[src/rtl/instr_fetch_unit_if.sv]
// Fetch-unit bus bundle: instruction-memory request/response channel and the
// decoder-facing instruction handshake.
interface instr_fetch_unit_if;
  logic        imem_req_valid;
  logic [31:0] imem_req_addr;
  logic        imem_req_ready;
  logic        imem_rsp_valid;
  logic [31:0] imem_rsp_data;
  logic        dec_valid;
  logic [31:0] dec_instr;
  logic [31:0] dec_pc;
  logic        dec_ready;

  modport master (
    output imem_req_valid, imem_req_addr, dec_valid, dec_instr, dec_pc,
    input  imem_req_ready, imem_rsp_valid, imem_rsp_data, dec_ready
  );

  modport slave (
    input  imem_req_valid, imem_req_addr, dec_valid, dec_instr, dec_pc,
    output imem_req_ready, imem_rsp_valid, imem_rsp_data, dec_ready
  );
endinterface

[src/rtl/instr_fetch_unit.sv]
// RV32I fetch stage: credit-limited in-order word fetch into a prefetch FIFO,
// with redirect flush, stale-response discard and sticky misalignment halt.
module instr_fetch_unit #(
  parameter logic [31:0] RESET_PC   = 32'h0000_0000,
  parameter int          FIFO_DEPTH = 2
) (
  input  logic                  clk,
  input  logic                  rst_n,
  instr_fetch_unit_if.master    bus,
  input  logic                  redirect_valid,
  input  logic [31:0]           redirect_pc,
  output logic                  fetch_err
);

  localparam int              CW      = $clog2(FIFO_DEPTH) + 1;
  localparam logic [CW-1:0]   ZERO_C  = {CW{1'b0}};
  localparam logic [CW-1:0]   ONE_C   = {{(CW-1){1'b0}}, 1'b1};
  localparam logic [CW:0]     DEPTH_C = (CW+1)'(FIFO_DEPTH);

  typedef enum logic [0:0] {
    ST_FETCH = 1'b0,
    ST_HALT  = 1'b1
  } state_t;

  state_t        state_r, state_s;
  logic [31:0]   pc_r, pc_s;
  logic [31:0]   rsp_pc_r, rsp_pc_s;
  logic [CW-1:0] out_r, out_s;
  logic [CW-1:0] disc_r, disc_s;
  logic [CW-1:0] cnt_r, cnt_s;
  logic          err_r, err_s;
  logic [31:0]   fifo_instr_r [FIFO_DEPTH];
  logic [31:0]   fifo_instr_s [FIFO_DEPTH];
  logic [31:0]   fifo_pc_r    [FIFO_DEPTH];
  logic [31:0]   fifo_pc_s    [FIFO_DEPTH];
  logic          req_valid_s, req_fire_s, rsp_ok_s, push_s, pop_s;
  logic [CW-1:0] wr_idx_s;

  // Stale in-flight requests keep consuming credit until their responses return.
  assign req_valid_s = (state_r == ST_FETCH) &&
                       (({1'b0, out_r} + {1'b0, cnt_r}) < DEPTH_C);
  assign req_fire_s  = req_valid_s & bus.imem_req_ready;
  assign rsp_ok_s    = bus.imem_rsp_valid & (out_r != ZERO_C);
  assign pop_s       = (cnt_r != ZERO_C) & bus.dec_ready;

  assign bus.imem_req_valid = rst_n & req_valid_s;
  assign bus.imem_req_addr  = rst_n ? pc_r : 32'h0000_0000;
  assign bus.dec_valid      = (cnt_r != ZERO_C);
  assign bus.dec_instr      = fifo_instr_r[0];
  assign bus.dec_pc         = fifo_pc_r[0];
  assign fetch_err          = err_r;

  // Next-state for PC, credit/discard counters, FIFO occupancy and FSM.
  always_comb begin
    state_s  = state_r;
    pc_s     = pc_r;
    rsp_pc_s = rsp_pc_r;
    disc_s   = disc_r;
    cnt_s    = cnt_r;
    err_s    = err_r;
    push_s   = 1'b0;
    out_s    = out_r + (req_fire_s ? ONE_C : ZERO_C) - (rsp_ok_s ? ONE_C : ZERO_C);
    if (redirect_valid) begin
      // Everything still in flight after this cycle belongs to the old path.
      pc_s     = redirect_pc;
      rsp_pc_s = redirect_pc;
      cnt_s    = ZERO_C;
      disc_s   = out_s;
      if (redirect_pc[1:0] != 2'b00) begin
        state_s = ST_HALT;
        err_s   = 1'b1;
      end else begin
        state_s = ST_FETCH;
        err_s   = err_r;
      end
    end else begin
      pc_s = req_fire_s ? (pc_r + 32'd4) : pc_r;
      if (rsp_ok_s && (disc_r != ZERO_C)) begin
        disc_s = disc_r - ONE_C;
      end else if (rsp_ok_s) begin
        push_s   = 1'b1;
        rsp_pc_s = rsp_pc_r + 32'd4;
      end else begin
        disc_s = disc_r;
      end
      cnt_s = cnt_r + (push_s ? ONE_C : ZERO_C) - (pop_s ? ONE_C : ZERO_C);
    end
  end

  // Shift-style FIFO so the head entry is always a flop feeding the decoder.
  always_comb begin
    wr_idx_s = cnt_r - (pop_s ? ONE_C : ZERO_C);
    for (int i = 0; i < FIFO_DEPTH; i++) begin
      if (push_s && (wr_idx_s == CW'(i))) begin
        fifo_instr_s[i] = bus.imem_rsp_data;
        fifo_pc_s[i]    = rsp_pc_r;
      end else if (pop_s && (i < FIFO_DEPTH - 1)) begin
        fifo_instr_s[i] = fifo_instr_r[(i + 1) % FIFO_DEPTH];
        fifo_pc_s[i]    = fifo_pc_r[(i + 1) % FIFO_DEPTH];
      end else begin
        fifo_instr_s[i] = fifo_instr_r[i];
        fifo_pc_s[i]    = fifo_pc_r[i];
      end
    end
  end

  // State registers with asynchronous reset.
  always_ff @(posedge clk or negedge rst_n) begin
    if (!rst_n) begin
      state_r  <= ST_FETCH;
      pc_r     <= RESET_PC;
      rsp_pc_r <= RESET_PC;
      out_r    <= ZERO_C;
      disc_r   <= ZERO_C;
      cnt_r    <= ZERO_C;
      err_r    <= 1'b0;
      for (int i = 0; i < FIFO_DEPTH; i++) begin
        fifo_instr_r[i] <= 32'h0000_0000;
        fifo_pc_r[i]    <= 32'h0000_0000;
      end
    end else begin
      state_r      <= state_s;
      pc_r         <= pc_s;
      rsp_pc_r     <= rsp_pc_s;
      out_r        <= out_s;
      disc_r       <= disc_s;
      cnt_r        <= cnt_s;
      err_r        <= err_s;
      fifo_instr_r <= fifo_instr_s;
      fifo_pc_r    <= fifo_pc_s;
    end
  end

endmodule

[src/flat_wrapper.sv]
// flat-port wrapper written by rule: the top's interface ports become plain ports
module instr_fetch_unit_flat 
#(
  parameter logic [31:0] RESET_PC   = 32'h0000_0000,
  parameter int          FIFO_DEPTH = 2
)
  (clk, rst_n, redirect_valid, redirect_pc, fetch_err, bus_imem_req_valid, bus_imem_req_addr, bus_dec_valid, bus_dec_instr, bus_dec_pc, bus_imem_req_ready, bus_imem_rsp_valid, bus_imem_rsp_data, bus_dec_ready);
  instr_fetch_unit_if bus_i ();
  input  logic clk;
  input  logic rst_n;
  input  logic redirect_valid;
  input  logic [31:0] redirect_pc;
  output logic fetch_err;
  output wire logic [$bits(bus_i.imem_req_valid)-1:0] bus_imem_req_valid;
  output wire logic [$bits(bus_i.imem_req_addr)-1:0] bus_imem_req_addr;
  output wire logic [$bits(bus_i.dec_valid)-1:0] bus_dec_valid;
  output wire logic [$bits(bus_i.dec_instr)-1:0] bus_dec_instr;
  output wire logic [$bits(bus_i.dec_pc)-1:0] bus_dec_pc;
  input wire logic [$bits(bus_i.imem_req_ready)-1:0] bus_imem_req_ready;
  input wire logic [$bits(bus_i.imem_rsp_valid)-1:0] bus_imem_rsp_valid;
  input wire logic [$bits(bus_i.imem_rsp_data)-1:0] bus_imem_rsp_data;
  input wire logic [$bits(bus_i.dec_ready)-1:0] bus_dec_ready;
  assign bus_imem_req_valid = bus_i.imem_req_valid;
  assign bus_imem_req_addr = bus_i.imem_req_addr;
  assign bus_dec_valid = bus_i.dec_valid;
  assign bus_dec_instr = bus_i.dec_instr;
  assign bus_dec_pc = bus_i.dec_pc;
  assign bus_i.imem_req_ready = bus_imem_req_ready;
  assign bus_i.imem_rsp_valid = bus_imem_rsp_valid;
  assign bus_i.imem_rsp_data = bus_imem_rsp_data;
  assign bus_i.dec_ready = bus_dec_ready;
  instr_fetch_unit #(.RESET_PC(RESET_PC), .FIFO_DEPTH(FIFO_DEPTH)) u_core (.clk(clk), .rst_n(rst_n), .bus(bus_i), .redirect_valid(redirect_valid), .redirect_pc(redirect_pc), .fetch_err(fetch_err));
endmodule
[config.mk]
export PLATFORM = sky130hd
export DESIGN_NAME = instr_fetch_unit_flat
export DESIGN_NICKNAME = d
export VERILOG_FILES = /design/src/rtl/instr_fetch_unit_if.sv /design/src/rtl/instr_fetch_unit.sv /design/src/flat_wrapper.sv
export SDC_FILE = /design/constraint.sdc
export NUM_CORES = 1
export LEC_CHECK = 0
export ABC_AREA = 1
export CORE_ASPECT_RATIO = 0.6
export CORE_MARGIN = 4
export CORE_UTILIZATION = 55
export CTS_BUF_LIST = sky130_fd_sc_hd__clkbuf_16
export CTS_CLUSTER_SIZE = 10
export DETAILED_ROUTE_END_ITERATION = 8
export PLACE_DENSITY_LB_ADDON = 0.1
export SLEW_MARGIN = 20
export SYNTH_ARGS = -nofsm -noshare
export SYNTH_HDL_FRONTEND = slang
export SYNTH_SLANG_ARGS = --single-unit
[constraint.sdc]
create_clock -name clk -period 4.2 [get_ports clk]
set_input_delay 0.84 -clock clk [delete_from_list [all_inputs] [get_ports clk]]
set_output_delay 0.84 -clock clk [all_outputs]
set_load 0.03 [all_outputs]
## After elaboration in Yosys (flattened, before gate mapping)

Index checks and enable logic that the tools add are counted.

| word-level totals | value |
|---|---|
| output and inout port bits | 99 |
| input port bits | 70 |
| word-level logic and storage cells | 65 |
| bits in registers | 200 |

| operators by class | value |
|---|---|
| mux-type cells | 22 |
| eq/ne operators | 2 |
| bitwise gates (word level) | 5 |
| $lt $le $gt $ge | 1 |
| reduce and logical (&&, ||, !) cells | 15 |
| $add $sub $neg | 9 |

Operators by type and width:

| cell | count |
|---|---|
| $mux 32 | 10 |
| $add 32x3->32 const B | 2 |
| $reduce_bool 2->1 | 8 |
| $mux 1 | 9 |
| $mux 2 | 3 |
| $sub 2x2->2 | 3 |
| $add 2x2->2 | 2 |
| $and 1x1->1 | 4 |
| $logic_and 1x1->1 | 4 |
| $reduce_and 2->1 | 2 |
| $add 2x2->3 | 1 |
| $lt 3x2->1 const B | 1 |
| $eq 2x1->1 const B | 1 |
| $logic_not 2->1 | 1 |
| $ne 2x2->1 const B | 1 |
| $sub 2x1->2 const B | 1 |
| $not 1->1 | 1 |

## Longest topological paths before layout

Gate-level depths: netlist (run 1).

| logic depth | value |
|---|---|
| word-level depth | 9 |
| gate-level depth with buffers | 16 |

## Worst setup path before layout (run 1)

OpenSTA, ideal clock, no wires.

| timing path | value |
|---|---|
| path kind | input port to output port |
| start | in rst_n |
| end | out bus_imem_req_valid |
| required time | 3.360 ns |
| path slack | 1.405 ns |
| path buffers | 1 |
| data arrival time | 1.955 ns |
| stages | 3 |
| cells stage by stage | clkbuf_1 > inv_1 > nor4_1 |

| between the ends | value |
|---|---|
| cells in the longest elaborated chain, start to end | 1 |

Ends and longest elaborated chain:

| what | RTL line | source |
|---|---|---|
| from (decl) | flat_wrapper.sv:10 | `input logic rst_n;` |
| $and 1x1->1 | instr_fetch_unit.sv:46 | `assign bus.imem_req_valid = rst_n & req_valid_s;` |
| to (decl) | flat_wrapper.sv:14 | `output wire logic [$bits(bus_i.imem_req_valid)-1:0] bus_imem_req_valid;` |

Every way passes these cells.

## Worst setup path in the final report (run 1)

| timing path | value |
|---|---|
| start | reg u_core.out_r[0] |
| end | out bus_imem_req_valid |

| between the ends | value |
|---|---|
| cells in the longest elaborated chain, start to end | 4 |

Ends and longest elaborated chain:

| what | RTL line | source |
|---|---|---|
| from (decl) | instr_fetch_unit.sv:28 | `logic [CW-1:0] out_r, out_s;` |
| from (signal assigned) | instr_fetch_unit.sv:125 | `out_r <= out_s;` |
| $add 2x2->3 | instr_fetch_unit.sv:41 | `(({1'b0, out_r} + {1'b0, cnt_r}) < DEPTH_C);` |
| $lt 3x2->1 | instr_fetch_unit.sv:41 |  |
| $logic_and 1x1->1 | instr_fetch_unit.sv:40 | `assign req_valid_s = (state_r == ST_FETCH) &&` |
| $and 1x1->1 | instr_fetch_unit.sv:46 |  |

Every way passes these cells.

==> flow_metrics.env, run 1 <==
export IMPL_dieArea_um2=22330
export IMPL_drtPass1Iterations=5
export IMPL_routed_wl_mm=29.75
export IMPL_syn2layout_area_growth_pct=18.33
export IMPL_clock_latency_ns=0.44
export IMPL_synth_cell_type_count=33
export IMPL_fin_ws_ns=0.9115
export IMPL_final_setup_tns_ns=0
export IMPL_ys_seq_area_share_pct=45.65
export IMPL_ys_ff_latch=200
export IMPL_final_nets=1672
export IMPL_rsz0062_at_grt="no"
export IMPL_hpwl_mm=21.24
export IMPL_cts_setup_buffers=0
export IMPL_dpl_cell_count=1840
export IMPL_cts_resized=0
export IMPL_ant_nets=0
export IMPL_cp_max_fo=2
export IMPL_vias_per_cell=5.296
export IMPL_critPathBufInv=2
export IMPL_crit_path_end_kind="primary output"
export IMPL_pre_cts_ws_ns=1.002
export IMPL_clockBufferDepth=2
export IMPL_htreeDepth=4
export IMPL_ys_warn_count=0
export IMPL_fin_util_pct=67.30
export IMPL_num_vias=9915
export IMPL_mappedNetlistNets=1596
export IMPL_hold_class="in -> async"
export IMPL_grt_max_degree=78
export IMPL_cts_hold_buf=0
export IMPL_grt_pass1_wl_mm=49.05
export IMPL_slowest_stage="clkdlybuf4s50_1"
export IMPL_place_congestion=0.9404
export IMPL_clockRootBuffer="clkbuf_16"
export IMPL_crit_cells=5
export IMPL_ir_drop_mv=0.3721
export IMPL_final_instance_count_excl_fill=1872
export IMPL_cp_cell_sequence="nand2_1 -> inv_1 -> fa_1 -> nor4_1 -> clkdlybuf4s50_1"
export IMPL_dieHeight_um=117.4
export IMPL_drc=0
export IMPL_syn_area_per_cell_um2=7.227
export IMPL_drt_iter0_markers=968
export IMPL_first_global_vias=9249
export IMPL_port_buffers=168
export IMPL_track_usage_pct=26.91
export IMPL_synth_area_um2=10960
export IMPL_setup_viol=0
export IMPL_start_util_pct=56.88
export IMPL_wl_per_cell_um=15.89
export IMPL_insertedDiodeCount=0
export IMPL_die_w_um=190.3
export IMPL_rows=39
export IMPL_leakage_nw=6.427
export IMPL_hold_viol_final=0
export IMPL_startpoint_type="flip-flop"
export IMPL_slowest_delay_ns=0.73
export IMPL_critPathArrivalTime_ns=2.45
export IMPL_multi_input_area_um2=4448
export IMPL_crit_type="reg -> out"
export IMPL_r2r_cells=11
export IMPL_grt_overflow=0
export IMPL_path_delay_family="buffers and inverters"
export IMPL_relSlewSlack_pct=49.24
export IMPL_numCtsBuffers=17
export IMPL_drive_above_1_share_pct=3.798
export IMPL_syn_inst=1517
export IMPL_cp_required_ns=3.36
export IMPL_final_setup_skew_ns=0.006530
export IMPL_cts_tree="built"
export IMPL_clk_pin_slew_ns=0.07
export IMPL_p_per_area_nw_per_um2=629.3
export IMPL_num_fill_cells=1678
export IMPL_drv_cap=0
export IMPL_mostFrequentLayoutCell="nand2_1"
export IMPL_ios=169
export IMPL_clkSinkCount=200
export IMPL_fmax_mhz=304.1
export IMPL_period_share_pct=78.30
export IMPL_post_route_min_period_ns=3.289
export IMPL_seq_area_um2=5005
export IMPL_design_core_area_um2=19270
export IMPL_slew_violations=0
export IMPL_status="complete, no violations"
export IMPL_antenna_found_initial=0
export IMPL_final_cell_mix="nand2_1 (545), dfrtp_1 (200), inv_1 (185)"
export IMPL_worst_pin_slew_ns=0.7614
-- flip-flops by register name, summed over array words and instances, names as in the netlist --
| register | count |
|---|---|
| u_core.bus.dec_instr | 32 |
| u_core.pc_r | 32 |
| u_core.cnt_r | 2 |
| u_core.bus.dec_pc | 32 |
| u_core.fifo_pc_r | 32 |
| u_core.state_r | 1 |
| u_core.rsp_pc_r | 32 |
| u_core.out_r | 2 |
| u_core.disc_r | 2 |
| u_core.fetch_err | 1 |
| u_core.fifo_instr_r | 32 |
-- final cells by class --
type                            instances  area share, %
Clock buffer                           17          3.279
Clock inverter                         15          1.900
Inverter                              187          5.411
Multi-Input combinational cell       1006          34.29
Sequential cell                       200          38.58
Tap cell                              266          2.566
Timing Repair Buffer                  181          13.98
-- stage by stage --
step	area [µm²]	total power, mW	hold WS, ns
after detailed placement	12300	6.300	0.4600
final	12970	8.163	0.2950
after global placement	12300	6.219	0.4497
after floorplan	10960	5.445	0.4422
after global routing	12970	8.682	0.3118
after CTS	12970	8.197	0.2945
-- cell usage after synthesis (all sizes together) --
cell type    n  share of area, %
buf        111               7.1
ha           8              0.91
o211ai       8              0.55
a22oi        2              0.14
nor2        99               3.6
nor4         1             0.057
a31oi        1             0.057
clkbuf      13              0.46
and2         1             0.057
nand2      547                19
dfrtp      200                46
o21ai      120               5.5
nor3         6              0.27
nand4        2              0.11
xnor2        4              0.32
xor2         9              0.72
nand3      181               8.4
inv        187               6.4
a21oi       12              0.55
or2          2              0.11
o21bai       1             0.069
fa           1              0.18
o221ai       1             0.080
-- layer usage --
metal	track usage, %	wire (µm)	part of all wire [%]
met1	41.36	13960	47
met2	38.48	12780	43
met3	6.799	2593	8.7
met4	6.054	407	1.4
met5	0	0	0
-- power breakdown --
part           leakage (nW)  internal, mW  switching, mW  total [mW]
sequential             2.56          2.59          0.513        3.10
clock                 0.327          1.12          0.757        1.88
combinational          3.54          1.20           1.98        3.18
total                  6.43          4.92           3.25        8.16
-- path summary, 6_finish.rpt --
| check | from | slack [ns] | to |
|---|---|---|---|
| max | u_core.out_r[0] | 0.91 | bus_imem_req_valid |
| min | rst_n | 0.29 | u_core.out_r[1] |
| max reg2reg | u_core.out_r[0] | 1.40 | u_core.pc_r[12] |
| min reg2reg | u_core.fetch_err | 0.47 | u_core.fetch_err |
| max in group asynchronous | rst_n | 2.82 | u_core.rsp_pc_r[9] |
| min in group clk | u_core.fetch_err | 0.47 | u_core.fetch_err |
-- kinds of logic (layout without fill, tap and decap cells) --
| family | count (synthesis) | count (layout) | share of synthesized area (%) |
|---|---|---|---|
| adders and majority gates | 9 | 9 | 1.096 |
| and+or+nand+nor | 839 | 839 | 31.39 |
| AOI/OAI and AO/OA | 145 | 145 | 6.916 |
| buffers and inverters | 311 | 400 | 13.91 |
| xor gates and xnor gates | 13 | 13 | 1.039 |
| DFF | 200 | 200 | 45.65 |
Note: power is estimated with default switching activity, not from simulation.
==> run 2: changes to the inputs <==
- clock period: 4.2 -> 3.1 ns (I/O delays scaled with it)
==> run 2 against run 1 <==
  * Via count is essentially flat
  * Largest power group unchanged
  * Final cell count grew 0.21%
  * Register-to-register slack lost 0.82 ns
  * Total power grew 29%
  * Sequential share of layout area grew 0.59 points
  * Global-route usage is essentially flat
  * Utilization shrank 1.0 points
  * Sequential cell count is the same
  * Largest cell class unchanged
  * First-iteration DRC count grew 6.8%
  * Worst hold slack gained 0.17 ns
  * Critical path depth is the same
  * Non-clock buffer count grew 6
==> flow_metrics.env, run 2 (same netlist as run 1, synthesis figures left out) <==
export IMPL_drv_cap=0
export IMPL_slew_violations=0
export IMPL_clockRootBuffer="clkbuf_16"
export IMPL_final_setup_tns_ns=0
export IMPL_fin_util_pct=66.28
export IMPL_r2r_cells=13
export IMPL_cts_setup_buffers=0
export IMPL_clock_latency_ns=0.44
export IMPL_intPower_mw=6.135
export IMPL_combPwrFrac_pct=40.9
export IMPL_cts_tree="built"
export IMPL_vias_per_cell=5.286
export IMPL_crit_path_end_kind="primary output"
export IMPL_pre_cts_ws_ns=0.2322
export IMPL_port_buffers=168
export IMPL_startpoint_type="input port"
export IMPL_grt_pass1_wl_mm=48.86
export IMPL_num_fill_cells=1674
export IMPL_htreeDepth=4
export IMPL_final_instance_count_excl_fill=1876
export IMPL_sw_frac_of_total_pct=41.80
export IMPL_pwr_share_clk_pct=19.2
export IMPL_hold_depth=2
export IMPL_clockBufferDepth=2
export IMPL_clkSinkCount=200
export IMPL_cp_required_ns=2.48
export IMPL_fin_ws_ns=0.2612
export IMPL_setup_viol=0
export IMPL_p_per_area_nw_per_um2=825.1
export IMPL_drt_iter0_markers=1034
export IMPL_rsz0062_at_grt="no"
export IMPL_ant_nets=0
export IMPL_relSlewSlack_pct=48.92
export IMPL_clk_pin_slew_ns=0.07
export IMPL_start_util_pct=56.88
export IMPL_hold_viol_final=0
export IMPL_cts_hold_buf=1
export IMPL_first_global_vias=9320
export IMPL_final_cell_mix="nand2_1 (545), dfrtp_1 (200), inv_1 (186)"
export IMPL_syn2layout_area_growth_pct=16.54
export IMPL_cp_max_fo=31
export IMPL_cp_cell_sequence="dlygate4sd3_1 -> buf_8 -> nand2_1 -> inv_1 -> clkdlybuf4s50_1"
export IMPL_slowest_stage="clkdlybuf4s50_1"
export IMPL_cts_resized=0
export IMPL_drive_above_1_share_pct=5.776
export IMPL_period_share_pct=91.58
export IMPL_drtPass1Iterations=7
export IMPL_track_usage_pct=26.90
export IMPL_place_congestion=0.9421
export IMPL_fmax_mhz=352.3
export IMPL_mostFrequentLayoutCell="nand2_1"
export IMPL_routed_wl_mm=29.70
export IMPL_hpwl_mm=20.87
export IMPL_worst_pin_slew_ns=0.7662
export IMPL_crit_type="in -> out"
export IMPL_final_setup_skew_ns=0.008129
export IMPL_status="complete, no violations"
export IMPL_dpl_cell_count=1845
export IMPL_insertedDiodeCount=0
export IMPL_die_w_um=190.3
export IMPL_dieHeight_um=117.4
export IMPL_ios=169
export IMPL_leakage_nw=6.426
export IMPL_hold_ws_ns=0.4681
export IMPL_final_nets=1678
export IMPL_numCtsBuffers=17
export IMPL_rows=39
export IMPL_pwr_share_seq_pct=39.9
export IMPL_dieArea_um2=22330
export IMPL_critPathArrivalTime_ns=2.22
export IMPL_design_core_area_um2=19270
export IMPL_grt_overflow=0
export IMPL_slowest_delay_ns=0.66
export IMPL_power_switching_mw=4.407
export IMPL_post_route_min_period_ns=2.839
export IMPL_num_vias=9916
export IMPL_hold_class="reg -> reg"
export IMPL_drc=0
export IMPL_grt_max_degree=113
export IMPL_antenna_found_initial=0
export IMPL_ir_drop_mv=0.4572
export IMPL_wl_per_cell_um=15.83
==> run 2: cell types whose count changed in the layout (fill, tap and decap cells not counted), sizes merged <==
cell,delta
buf,+36
bufinv,-6
clkdlybuf4s50,-31
clkinv,+2
clkinvlp,+1
dlygate4sd3,+1
inv,+1
==> run 2: area by class of cell <==
type / instances / area (µm²) / area share, %
multi-input combinational: 1006 / 4448 / 34.82
inverter: 187 / 701.9 / 5.494
sequential: 200 / 5005 / 39.17
tap: 266 / 332.8 / 2.605
timing repair buffer: 187 / 1779 / 13.93
clock inverter: 13 / 83.83 / 0.6562
clock buffer: 17 / 425.4 / 3.330
==> run 2: stage by stage <==
| stage | total power, mW | cell area [µm²] |
|---|---|---|
| 6_report | 10.54 | 12780 |
| 5_1_grt | 11.25 | 12780 |
| 4_1_cts | 10.57 | 12780 |
| 3_5_place_dp | 8.524 | 12260 |
| 3_3_place_gp | 8.417 | 12260 |
| 2_1_floorplan | 7.377 | 10960 |
==> run 2: final timing paths <==
path / slack, ns / startpoint / to
max in group asynchronous: 1.10 / rst_n / u_core.bus.dec_pc[26]
max reg2reg: 0.58 / u_core.cnt_r[1] / u_core.bus.dec_instr[12]
max: 0.26 / rst_n / bus_imem_req_addr[0]
min: 0.47 / u_core.fetch_err / u_core.fetch_err
min in group asynchronous: 0.61 / rst_n / u_core.pc_r[1]
min reg2reg: 0.47 / u_core.fetch_err / u_core.fetch_err
==> run 2: power by group through the flow <==
stage / registers [mW] / logic, mW / clock network [mW]
after global placement: 4.22 / 4.20 / 0
after CTS: 4.19 / 4.34 / 2.05
after global routing: 4.33 / 4.75 / 2.17
after floorplan: 4.00 / 3.38 / 0
final: 4.21 / 4.31 / 2.03
after detailed placement: 4.21 / 4.31 / 0
==> run 2: routing by layer <==
| layer | global-route usage (%) | share of wire [%] | vias to the layer above |
|---|---|---|---|
| li1 | - | - | 4840 |
| met1 | 41.18 | 48 | 4650 |
| met2 | 38.24 | 42 | 395 |
| met3 | 7.423 | 9.2 | 31 |
| met4 | 5.785 | 1.2 | 0 |
| met5 | 0 | 0 | - |
==> run 2: worst max-delay path: cells and delay by family <==
kind | cells | cell delay, ns
buffers and inverters | 4 | 1.52
AND/OR/NAND/NOR | 1 | 0.07
